--- src/rtl/spi_pkg.sv ---
// Shared state encoding and protocol constants for the SPI command register file.
package spi_pkg;

    typedef enum logic [2:0] {
        IDLE,
        CMD,
        WRITE,
        READ,
        DISCARD
    } state_t;

    localparam int         CMD_RD_BIT = 7;
    localparam logic [7:0] TX_IDLE    = 8'h00;
    localparam logic [7:0] TX_ERR     = 8'hFF;

endpackage

--- src/rtl/spi_cmd_regfile_if.sv ---
// Byte-level link between the SPI slave byte engine (master side) and the command decoder.
interface spi_cmd_regfile_if;

    logic       frame_active;
    logic       rx_valid;
    logic [7:0] rx_data;
    logic [7:0] tx_data;

    modport master (
        output frame_active,
        output rx_valid,
        output rx_data,
        input  tx_data
    );

    modport slave (
        input  frame_active,
        input  rx_valid,
        input  rx_data,
        output tx_data
    );

endinterface

--- src/rtl/spi_regfile.sv ---
// Purpose: NUM_REGS x 8 flop register file; top address is read-only and returns ID_VALUE.
// Latency: write lands on the clock edge, read is combinational.
// Backpressure: none, every write enable is accepted.
module spi_regfile #(
    parameter int          NUM_REGS = 16,
    parameter int          ADDR_W   = 4,
    parameter logic [7:0]  ID_VALUE = 8'hA5
) (
    input  logic              clk,
    input  logic              rst_n,
    input  logic              we,
    input  logic [ADDR_W-1:0] waddr,
    input  logic [7:0]        wdata,
    input  logic [ADDR_W-1:0] raddr,
    output logic [7:0]        rdata,
    output logic [7:0]        reg0
);

    // The top address has no storage; writes to it simply match no entry.
    logic [7:0] regs [NUM_REGS-1];

    always_ff @(posedge clk or negedge rst_n) begin
        if (!rst_n) begin
            for (int i = 0; i < NUM_REGS - 1; i++) begin
                regs[i] <= 8'h00;
            end
        end else if (we) begin
            for (int i = 0; i < NUM_REGS - 1; i++) begin
                if (waddr == ADDR_W'(i)) begin
                    regs[i] <= wdata;
                end
            end
        end
    end

    always_comb begin
        rdata = ID_VALUE;
        for (int i = 0; i < NUM_REGS - 1; i++) begin
            if (raddr == ADDR_W'(i)) begin
                rdata = regs[i];
            end
        end
    end

    assign reg0 = regs[0];

endmodule

--- src/rtl/spi_cmd_regfile.sv ---
// Purpose: decode SPI command frames (cmd byte + data) into register reads/writes with auto-increment.
// Latency: tx_data and register writes update on the edge that consumes rx_valid.
// Backpressure: none, every rx_valid byte is consumed or ignored in the same cycle.
module spi_cmd_regfile
    import spi_pkg::*;
#(
    parameter int          NUM_REGS = 16,
    parameter int          ADDR_W   = 4,
    parameter logic [7:0]  ID_VALUE = 8'hA5
) (
    input  logic                clk,
    input  logic                rst_n,
    spi_cmd_regfile_if.slave    bus,
    output logic [7:0]          led_out,
    output logic                busy,
    output logic [7:0]          err_cnt
);

    state_t            state, state_nxt;
    logic              frame_prev;
    logic [ADDR_W-1:0] addr, addr_nxt, raddr;
    logic [7:0]        tx_q, tx_nxt, rd_data;
    logic              we, err_inc, cmd_bad;

    assign cmd_bad = {1'b0, bus.rx_data[6:0]} >= 8'(NUM_REGS);

    // In CMD the lookup uses the incoming address; in READ it prefetches the next address.
    assign raddr = (state == CMD) ? bus.rx_data[ADDR_W-1:0] : addr + ADDR_W'(1);

    spi_regfile #(
        .NUM_REGS (NUM_REGS),
        .ADDR_W   (ADDR_W),
        .ID_VALUE (ID_VALUE)
    ) u_regfile (
        .clk   (clk),
        .rst_n (rst_n),
        .we    (we),
        .waddr (addr),
        .wdata (bus.rx_data),
        .raddr (raddr),
        .rdata (rd_data),
        .reg0  (led_out)
    );

    always_comb begin
        state_nxt = state;
        addr_nxt  = addr;
        tx_nxt    = tx_q;
        we        = 1'b0;
        err_inc   = 1'b0;
        unique case (state)
            IDLE: begin
                if (bus.frame_active && !frame_prev) begin
                    state_nxt = CMD;
                end
            end
            CMD: begin
                if (bus.rx_valid) begin
                    if (cmd_bad) begin
                        state_nxt = DISCARD;
                        err_inc   = 1'b1;
                        tx_nxt    = TX_ERR;
                    end else begin
                        addr_nxt = bus.rx_data[ADDR_W-1:0];
                        if (bus.rx_data[CMD_RD_BIT]) begin
                            state_nxt = READ;
                            tx_nxt    = rd_data;
                        end else begin
                            state_nxt = WRITE;
                            tx_nxt    = TX_IDLE;
                        end
                    end
                end
            end
            WRITE: begin
                if (bus.rx_valid) begin
                    we       = 1'b1;
                    addr_nxt = addr + ADDR_W'(1);
                end
            end
            READ: begin
                if (bus.rx_valid) begin
                    addr_nxt = addr + ADDR_W'(1);
                    tx_nxt   = rd_data;
                end
            end
            DISCARD: begin
                tx_nxt = TX_ERR;
            end
            default: begin
                state_nxt = IDLE;
            end
        endcase
        // The byte above is still processed when the frame closes in the same cycle.
        if (state != IDLE && !bus.frame_active) begin
            state_nxt = IDLE;
            tx_nxt    = TX_IDLE;
        end
    end

    // frame_prev resets high so a frame already open at reset release is never decoded.
    always_ff @(posedge clk or negedge rst_n) begin
        if (!rst_n) begin
            state      <= IDLE;
            frame_prev <= 1'b1;
            addr       <= '0;
            tx_q       <= TX_IDLE;
            err_cnt    <= 8'h00;
        end else begin
            state      <= state_nxt;
            frame_prev <= bus.frame_active;
            addr       <= addr_nxt;
            tx_q       <= tx_nxt;
            if (err_inc && err_cnt != 8'hFF) begin
                err_cnt <= err_cnt + 8'h01;
            end
        end
    end

    assign bus.tx_data = tx_q;
    assign busy        = (state != IDLE);

endmodule

--- src/flat_wrapper.sv ---
// flat-port wrapper written by rule: the top's interface ports become plain ports
module spi_cmd_regfile_flat import spi_pkg::*;
#(
    parameter int          NUM_REGS = 16,
    parameter int          ADDR_W   = 4,
    parameter logic [7:0]  ID_VALUE = 8'hA5
)
  (clk, rst_n, led_out, busy, err_cnt, bus_frame_active, bus_rx_valid, bus_rx_data, bus_tx_data);
  spi_cmd_regfile_if bus_i ();
  input  logic clk;
  input  logic rst_n;
  output logic [7:0] led_out;
  output logic busy;
  output logic [7:0] err_cnt;
  input wire logic [$bits(bus_i.frame_active)-1:0] bus_frame_active;
  input wire logic [$bits(bus_i.rx_valid)-1:0] bus_rx_valid;
  input wire logic [$bits(bus_i.rx_data)-1:0] bus_rx_data;
  output wire logic [$bits(bus_i.tx_data)-1:0] bus_tx_data;
  assign bus_i.frame_active = bus_frame_active;
  assign bus_i.rx_valid = bus_rx_valid;
  assign bus_i.rx_data = bus_rx_data;
  assign bus_tx_data = bus_i.tx_data;
  spi_cmd_regfile #(.NUM_REGS(NUM_REGS), .ADDR_W(ADDR_W), .ID_VALUE(ID_VALUE)) u_core (.clk(clk), .rst_n(rst_n), .bus(bus_i), .led_out(led_out), .busy(busy), .err_cnt(err_cnt));
endmodule
--- config.mk ---
export PLATFORM = sky130hd
export DESIGN_NAME = spi_cmd_regfile_flat
export DESIGN_NICKNAME = d
export VERILOG_FILES = /design/src/rtl/spi_pkg.sv /design/src/rtl/spi_cmd_regfile_if.sv /design/src/rtl/spi_regfile.sv /design/src/rtl/spi_cmd_regfile.sv /design/src/flat_wrapper.sv
export SDC_FILE = /design/constraint.sdc
export NUM_CORES = 1
export LEC_CHECK = 0
export ABC_AREA = 1
export CAP_MARGIN = 5
export CORE_ASPECT_RATIO = 1.5
export CORE_MARGIN = 2
export CORE_UTILIZATION = 45
export CTS_CLUSTER_DIAMETER = 50
export DETAILED_ROUTE_END_ITERATION = 12
export GPL_ROUTABILITY_DRIVEN = 1
export GPL_TIMING_DRIVEN = 0
export PLACE_DENSITY = 0.74
export SLEW_MARGIN = 20
export SYNTH_ARGS = -nofsm -noshare
export SYNTH_HDL_FRONTEND = slang
export SYNTH_SLANG_ARGS = --single-unit
--- constraint.sdc ---
create_clock -name clk -period 2.1 [get_ports clk]
set_clock_uncertainty 0.05 [all_clocks]
set_input_delay 0.63 -clock clk [delete_from_list [all_inputs] [get_ports clk]]
set_output_delay 0.63 -clock clk [all_outputs]
set_load 0.005 [all_outputs]
==> results.txt, run 1 <==
Met1 Use GR -> 28.5%
Worst Tran Pin Value -> 0.760 ns
Worst-path maximum fanout -> 5
Register area share after synthesis -> 51.9%
Number of H-tree levels -> 4
Final Non-Filler Cells -> 1,152
Final Cycle Share -> 126%
Reg clk slew, reported paths -> 0.07 ns
Max cap viols -> 0
Worst VDD drop -> 0.631 mV
#FFs+latches synth -> 144
Fillers -> 1,260
Asr flop ratio synth -> 100%
Placer Congestion -> 0.878
Status -> complete, but fails checks
TritonRoute pass-1 iters -> 5
# IOs -> 37
Gr busiest metal -> met2
Startpoint type of the worst setup path -> flip-flop
Num rows -> 55
Clock power frac -> 23.2%
Initial antenna violation count -> 0
Highest Clock Rate -> 377 MHz
Ys flop type -> dfrtp_1
Die W -> 105 um
PnR worst setup slack -> -0.556 ns
Area growth syn-to-layout -> 26.8%
Failing checks -> negative setup slack
Cells after DPL -> 1,077
RSZ-0062 raised after global routing -> true
Final Max Slew Viols -> 0
Most frequent cell after synthesis -> nand2_1
Worst setup EP type -> flip-flop
Clk_lat worst skew -> 0.42 ns
Die ar. -> 0.0165 sq mm
Routed WL -> 19.4 mm
CTS max path bufs -> 2
Worst R2R Setup Slack -> -0.56 ns
Worst hold slack -> 0.0946 ns
Syn nets -> 858
Period minus WS final -> 2.66 ns
Top cell type's share of synthesized area -> 51.6%
Internal Power -> 7.38 mW
Post-Synthesis Cell Area -> 0.00694 sq mm
Reg2reg start -> u_core.addr[0]$_DFFE_PN0P_
Power per Cell Area -> 1440 mW/mm^2
Endpoints failing hold -> 0
Grt ovf -> 0
Routing usage on met3 -> 3.38%
Initial core utilization -> 46.1%
Critical R2R Capture -> u_core.bus.tx_data[2]$_DFFE_PN0P_
Post-synth EDFFs -> 0
Vias per inst -> 5.41
First-pass GRT wire length -> 31.5 mm
Net switching power -> 5.29 mW
Syn_area_per_cell -> 8.25 sq um
DRC -> 0
TritonCTS clock tree -> done
Die height -> 156 um
Flip-flop and latch area -> 0.00361 sq mm
Routed vias -> 6,232
Crit path kind -> flip-flop to flip-flop
Hold WC Path Type -> input pin to asynchronous set/reset pin
Comb pwr share -> 48.1%
Worst slew margin -> 49.3%
Port bufs -> 36
P_leak -> 3.97 nW
GRT Resource Usage Total -> 24.7%
Multi-input gate area -> 0.00314 sq mm
Final nets -> 957
CTS Buf Count -> 17
Detailed placement HPWL -> 12.8 mm
Setup violations, final -> 99
CP required -> 2.42 ns
Pin count of the biggest net entering global routing -> 76
Dominant cells by area after synthesis -> dfrtp_1, nand2_1, o21ai_0
Util after Layout -> 58.4%
Clk sinks -> 144
ANT nets after route -> 0
Crit path arrival time -> 2.97 ns
Hold-fix buffers, CTS -> 0
Layout cells sized above 1 -> 20.6%
Synth warn -> 0
Synth cell types -> 39
# diodes -> 0
Sequential Power Share -> 28.7%
R2r worst-path depth -> 22
Post-synthesis cell count -> 841
Largest area contributor in the netlist -> dfrtp_1
Core area -> 0.0151 sq mm
Vias in the first global route -> 6,032
First DRT Iteration DRCs -> 592
Synth top cells by count -> nand2_1, dfrtp_1, o21ai_0
WL/cell -> 16.8 um
Met2 Usage GRT -> 45.0%
Root buffer selected by CTS -> clkbuf_16
Sw Ratio -> 41.8%
-- layout by cell type, fill, tap and decap left out, types with 20 or more instances in the layout --
cell type,count
a21oi_1,22
nor2_1,35
clkbuf_1,20
nand2_1,225
clkdlybuf4s50_1,32
buf_4,41
inv_1,58
nand4_1,36
o21ai_0,130
nand3_1,20
dfrtp_1,141
-- worst max-delay path: stages, from the launching register on --
cell     delay, ns
dfrtp_2       0.46
ha_4          0.19
inv_2         0.05
nand2_2       0.04
nand2_2       0.09
nand2_2       0.07
nand2_4       0.09
inv_6         0.05
nand2_8       0.08
nor2_4        0.06
buf_4         0.14
buf_4         0.12
nand2_1       0.05
nand3_1       0.14
nor2_1        0.18
nand4_1       0.11
nand2_1       0.08
nand4_1       0.09
nand2_1       0.09
nand4_1       0.11
nand2_1       0.12
nand2_1       0.06
nand2_1       0.08
-- cells by family (layout without fill, tap and decap cells) --
logic type / count (synthesis) / in the layout / share of synthesized area [%]
buffers and inverters: 109 / 221 / 6.72
DFF: 144 / 144 / 51.9
AOI/OAI and AO/OA: 163 / 163 / 11.9
and+or+nand+nor: 413 / 413 / 27.7
adders and majority gates: 5 / 5 / 0.901
xor gates and xnor gates: 7 / 7 / 0.883
-- sequential cells by signal (all words and copies together) (netlist names) --
name and count:
u_core.u_regfile.reg0 8, u_core.err_cnt 8, u_core.addr 4, u_core.state 3, u_core.bus.tx_data 8, u_core.frame_prev 1
u_core.u_regfile.regs 112
-- final cells by class --
cell class	instances	share of cell area [%]
clock inverter	13	1.59
buffer	35	2.03
clock buffer	19	4.92
multi-input combinational	588	35.6
tap	199	2.83
timing repair buffer	80	8.66
sequential	144	41.0
inverter	74	3.36
-- through the flow --
stage               total power, mW  setup WS [ns]  cell area, sq um  setup TNS [ns]
global route                   13.3         -0.626              8800          -46.04
global placement               8.30          -5.46              7570         -870.25
CTS                            12.3         -0.540              8610          -22.91
detailed placement             8.36          -1.21              7600          -89.29
floorplan                      6.68        -0.0102              6960         -0.0102
finish                         12.7         -0.556              8800          -27.92
-- worst max-delay path by stage --
| stage | to | slack [ns] | depth (start not counted) | start |
|---|---|---|---|---|
| final | u_core.bus.tx_data[2]$_DFFE_PN0P_ | -0.56 | 22 | u_core.addr[0]$_DFFE_PN0P_ |
| after global routing | u_core.bus.tx_data[5]$_DFFE_PN0P_ | -0.63 | 21 | u_core.addr[1]$_DFFE_PN0P_ |
| after global placement | u_core.u_regfile.regs[61]$_DFFE_PN0P_ | -5.46 | 1 | rst_n |
| after CTS | u_core.bus.tx_data[1]$_DFFE_PN0P_ | -0.54 | 20 | u_core.addr[0]$_DFFE_PN0P_ |
| after detailed placement | u_core.bus.tx_data[1]$_DFFE_PN0P_ | -1.21 | 16 | bus_rx_data[3] |
| after floorplan | u_core.bus.tx_data[5]$_DFFE_PN0P_ | -0.01 | 18 | u_core.addr[0]$_DFFE_PN0P_ |
-- routing by layer --
metal,share of wire (%),vias to the layer above
met5,0,-
met4,4.5,0
met3,4.1,64
met2,54,197
met1,37,3031
li1,-,2940
-- power groups by stage --
stage | Clock, mW | Sequential (mW) | Combinational (mW)
after CTS | 2.97 | 3.62 | 5.67
after floorplan | 0 | 3.58 | 3.10
after global placement | 0 | 3.64 | 4.66
after detailed placement | 0 | 3.65 | 4.71
final | 2.95 | 3.63 | 6.09
after global routing | 3.08 | 3.68 | 6.54
-- what timing repair did --
action | 4_1_cts | 5_1_grt
setup endpoints to repair | 132 | 138
resized for setup | 56 | 32
setup buffers | 31 | 12
pin swaps | 53 | 33
(Power assumes the default switching activity.)
==> run 2: changes to the inputs <==
- CORE_MARGIN: 2 -> 3
==> run 2 against run 1 <==
  * The run still ends with negative setup slack left
  * Die area increased by 3.2%
  * Combinational power increased by 5.4%
  * Maximum frequency decreased by 2.4%
==> results.txt, run 2 (synthesis gave the netlist of run 1 again) <==
Area growth syn-to-layout -> 28.8%
ANT nets after route -> 0
Routed vias -> 6,287
Util after Layout -> 59.3%
Die height -> 158 um
First DRT Iteration DRCs -> 434
Number of H-tree levels -> 4
Layout cells sized above 1 -> 21.3%
RSZ-0062 raised after global routing -> true
Failing checks -> negative setup slack
Root buffer selected by CTS -> clkbuf_16
TritonCTS clock tree -> done
Status -> complete, but fails checks
Die ar. -> 0.0170 sq mm
Initial core utilization -> 46.1%
DRC -> 0
Crit path arrival time -> 3.00 ns
First-pass GRT wire length -> 30.4 mm
Startpoint type of the worst setup path -> input pin
WL/cell -> 17.1 um
Hold WC Path Type -> input pin to asynchronous set/reset pin
Highest Clock Rate -> 367 MHz
Post-DP Area -> 0.00760 sq mm
Reg clk slew, reported paths -> 0.06 ns
Max reg flops -> 112
Worst Tran Pin Value -> 0.737 ns
P_leak -> 4.05 nW
Largest Register -> u_core.u_regfile.regs
Setup violations, final -> 102
CP required -> 2.37 ns
Setup TNS -> -29.70 ns
Die W -> 107 um
Worst VDD drop -> 0.589 mV
Final Cycle Share -> 130%
Final Non-Filler Cells -> 1,158
CTS max path bufs -> 2
Crit path kind -> input pin to flip-flop
Detailed placement HPWL -> 12.8 mm
CTS Buf Count -> 17
Endpoints failing hold -> 0
Initial antenna violation count -> 0
Final nets -> 963
# diodes -> 0
Worst-path maximum fanout -> 6
Worst hold slack -> 0.0764 ns
Final Max Slew Viols -> 0
Hold-fix buffers, CTS -> 0
Vias per inst -> 5.43
Cells after DPL -> 1,077
Pin count of the biggest net entering global routing -> 88
Vias in the first global route -> 6,004
Worst slew margin -> 50.8%
TritonRoute pass-1 iters -> 5
PnR worst setup slack -> -0.621 ns
Max cap viols -> 0
Num rows -> 55
# IOs -> 37
Setup Slack @ Placement -> -1.19 ns
Finished Cell Area -> 0.00894 sq mm
Grt ovf -> 0
Most frequent cells in the layout -> nand2_1, dfrtp_1, o21ai_0, inv_1, buf_4
Power per Cell Area -> 1480 mW/mm^2
GRT Resource Usage Total -> 23.2%
Port bufs -> 36
Period minus WS final -> 2.72 ns
Core area -> 0.0151 sq mm
Clk_lat worst skew -> 0.43 ns
Worst setup EP type -> flip-flop
Commonest non-fill, non-tap cell in the layout -> nand2_1
Placer Congestion -> 0.878
Clk sinks -> 144
Routed WL -> 19.8 mm
Overall power -> 13.2 mW
## run 2: final timing paths
| kind | cells after the start | to | slack (ns) | startpoint |
|---|---|---|---|---|
| worst max-delay path | 18 | u_core.bus.tx_data[3]$_DFFE_PN0P_ | -0.62 | bus_rx_data[0] |
| worst min-delay path | 1 | u_core.u_regfile.regs[61]$_DFFE_PN0P_ | 0.08 | rst_n |
| worst max register to register | 17 | u_core.bus.tx_data[7]$_DFFE_PN0P_ | -0.61 | u_core.addr[0]$_DFFE_PN0P_ |
| worst min register to register | 2 | u_core.u_regfile.regs[48]$_DFFE_PN0P_ | 0.43 | u_core.u_regfile.regs[48]$_DFFE_PN0P_ |
| max in group asynchronous | 2 | u_core.frame_prev$_DFF_PN1_ | 1.12 | rst_n |
| min in group clk | 2 | u_core.u_regfile.regs[48]$_DFFE_PN0P_ | 0.43 | u_core.u_regfile.regs[48]$_DFFE_PN0P_ |
## run 2: critical path: stages
cell,delay [ns]
clkdlybuf4s50_1,0.48
nand3_1,0.18
nand2_8,0.17
inv_4,0.07
nand2_8,0.11
nor2_4,0.08
nand2_1,0.06
nand2_1,0.08
inv_1,0.06
nand4_1,0.16
nand2_1,0.15
nand3_2,0.09
nor2_2,0.10
nand4_1,0.15
nor2_2,0.18
nand3_1,0.10
nand2_1,0.08
nand2_1,0.05
## run 2: final cells by class
class                   instances  area (sq um)
fillers                      1233          6130
flip-flops and latches        144          3610
multi-input cells             588          3170
repair buffers                 86           818
clock buffers                  18           439
inverters                      74           295
well taps                     199           249
clock inverters                14           181
plain buffers                  35           179
## run 2: per-layer routing
metal,vias to the layer above,part of all wire [%],GRT usage [%]
li1,2945,-,-
met1,3035,37,25.2
met2,234,53,41.3
met3,73,4.4,4.73
met4,0,5.2,14.3
met5,-,0,0
## run 2: where the power goes
group | internal (mW) | switching [mW] | total [mW]
logic | 2.52 | 3.90 | 6.42
clock network | 1.92 | 1.25 | 3.17
registers | 3.27 | 0.356 | 3.62
## run 2: repair_timing
item | in CTS | in global routing
gates resized for setup | 48 | 42
setup buffers | 31 | 18
pin swaps | 41 | 38
setup endpoints to repair | 132 | 141
==> RTL change, RTL diff (config.mk and constraints of run 1) <==
Take the reset off `addr` and load it in a clocked block of its own.
--- a/src/rtl/spi_cmd_regfile.sv
+++ b/src/rtl/spi_cmd_regfile.sv
@@ -105,3 +105,2 @@
             frame_prev <= 1'b1;
-            addr       <= '0;
             tx_q       <= TX_IDLE;
@@ -111,3 +110,2 @@
             frame_prev <= bus.frame_active;
-            addr       <= addr_nxt;
             tx_q       <= tx_nxt;
@@ -119,2 +117,6 @@
 
+    always_ff @(posedge clk) begin
+        addr <= addr_nxt;
+    end
+
     assign bus.tx_data = tx_q;
Behaviour: no difference found for any inputs over 4 cycles, from zero or initial values and one cycle with rst_n low; that may be too few to reach the edited logic, so the function may still have changed.
==> RTL change against run 1 <==
The flow still finishes with violations (negative setup slack); critical endpoint is now u_core.bus.tx_data[5]$_DFFE_PN0P_; clock power is 21% higher; final area up 5.7%; synthesized cell count down 2.5%; total power fell by 13%; combinational power down 31%; wire length rose by 14%; setup slack worse by 160 ps; sequential cell count unchanged; non-clock buffer count is 26 higher; critical path depth shrank 4; synthesized area up 0.49%.
==> RTL change: results (changes against run 1) <==
Timing
  • Worst Tran Pin Value: 710 ps (-50.2 ps)
  • PnR worst setup slack: -713 ps (-157 ps)
  • Final setup fails: 12 (-88%)

GRT
  • Largest net degree at the start of global routing: 93 (+22%)
  • Number of global-route vias before repair: 6,218 (+3.1%)
  • First-pass GRT wire length: 31,800 microns (+0.88%)
  • Grt met1 use: 28.0% (-0.51 points)

CTS
  • CTS resizes: 71 (+27%)
  • Setup bufs post-CTS: 36 (+16%)

Final layout
  • Fraction of layout cells with a size suffix above 1: 25.0% (+4.5 points)
  • Non-Filler Instances: 1,154 (+0.17%)

Detailed routing
  • Routed via count: 6,538 (+4.9%)
  • TritonRoute pass-1 iters: 6 (+1)
  • WL met3: 1440 microns (+82%)

Yosys
  • Largest cells by area after synthesis: dfrtp_1 (50%), nand2_1 (12%), o21ai_0 (9.3%)
  • Sequential share of the synthesized area: 52.0% (about the same)
  • Number of distinct library cells after synthesis: 42 (+7.7%)
  • Yosys top cell area share: 49.9% (-1.7 points)
  • Synth async-reset ratio: 97.2% (-2.8 points)
  • Syn Inst Count: 820 (-2.5%)
  • Synth top cells by count: nand2_1 (230), dfrtp_1 (139), o21ai_0 (129)
  • Synth Area in XOR/XNOR: 1.00% (+0.12 points)

Run status
  • Status: finished, violations left
  • Failing checks: negative setup slack

Critical path
  • R2r setup slk: -710 ps (-160 ps)
  • CP endpoint: u_core.bus.tx_data[5]$_DFFE_PN0P_
  • Worst path arrival time: 3080 ps (+110 ps)
  • CP peak stage delay: 420 ps (-40 ps)

Placed design
  • Post-DP HPWL: 12,200 microns (-4.5%)
  • DP Cell Count: 1,056 (-1.9%)
  • Final RePlAce weighted congestion: 0.863 (-1.6%)

Power
  • Power Internal: 7.09 mW (-3.9%)
  • Max VDD drop: 0.590 mV (-6.6%)
  • Clk. pwr: 3.58 mW (+21%)
## RTL change: changes by cell type in the layout (fill, tap and decap cells not counted), moves of 6 or more
cell	change
nor2_4	+6
buf_6	+10
buf_4	+16
nand2_2	-9
inv_1	-19
a21oi_1	-7
## RTL change: layout make-up
cell class | count | area [sq um]
repair buffers | 105 | 1010
plain buffers | 36 | 231
clock inverters | 13 | 259
multi-input cells | 572 | 3200
fillers | 1184 | 5840
inverters | 66 | 285
clock buffers | 19 | 433
flip-flops and latches | 144 | 3630
well taps | 199 | 249
## RTL change: per-stage QoR
stage | hold slack (ps) | setup TNS, ps | instance area [sq um] | setup slack (ps) | total power, mW
5_1_grt | 74.5 | -7110 | 9300 | -761 | 11.4
3_5_place_dp | 416 | -78690 | 7630 | -1280 | 6.33
2_1_floorplan | 284 | -172 | 6990 | -39.8 | 5.24
4_1_cts | 71.9 | -3950 | 8840 | -565 | 10.5
6_report | 54.4 | -4920 | 9300 | -713 | 11.0
3_3_place_gp | 409 | -809340 | 7600 | -5260 | 6.29
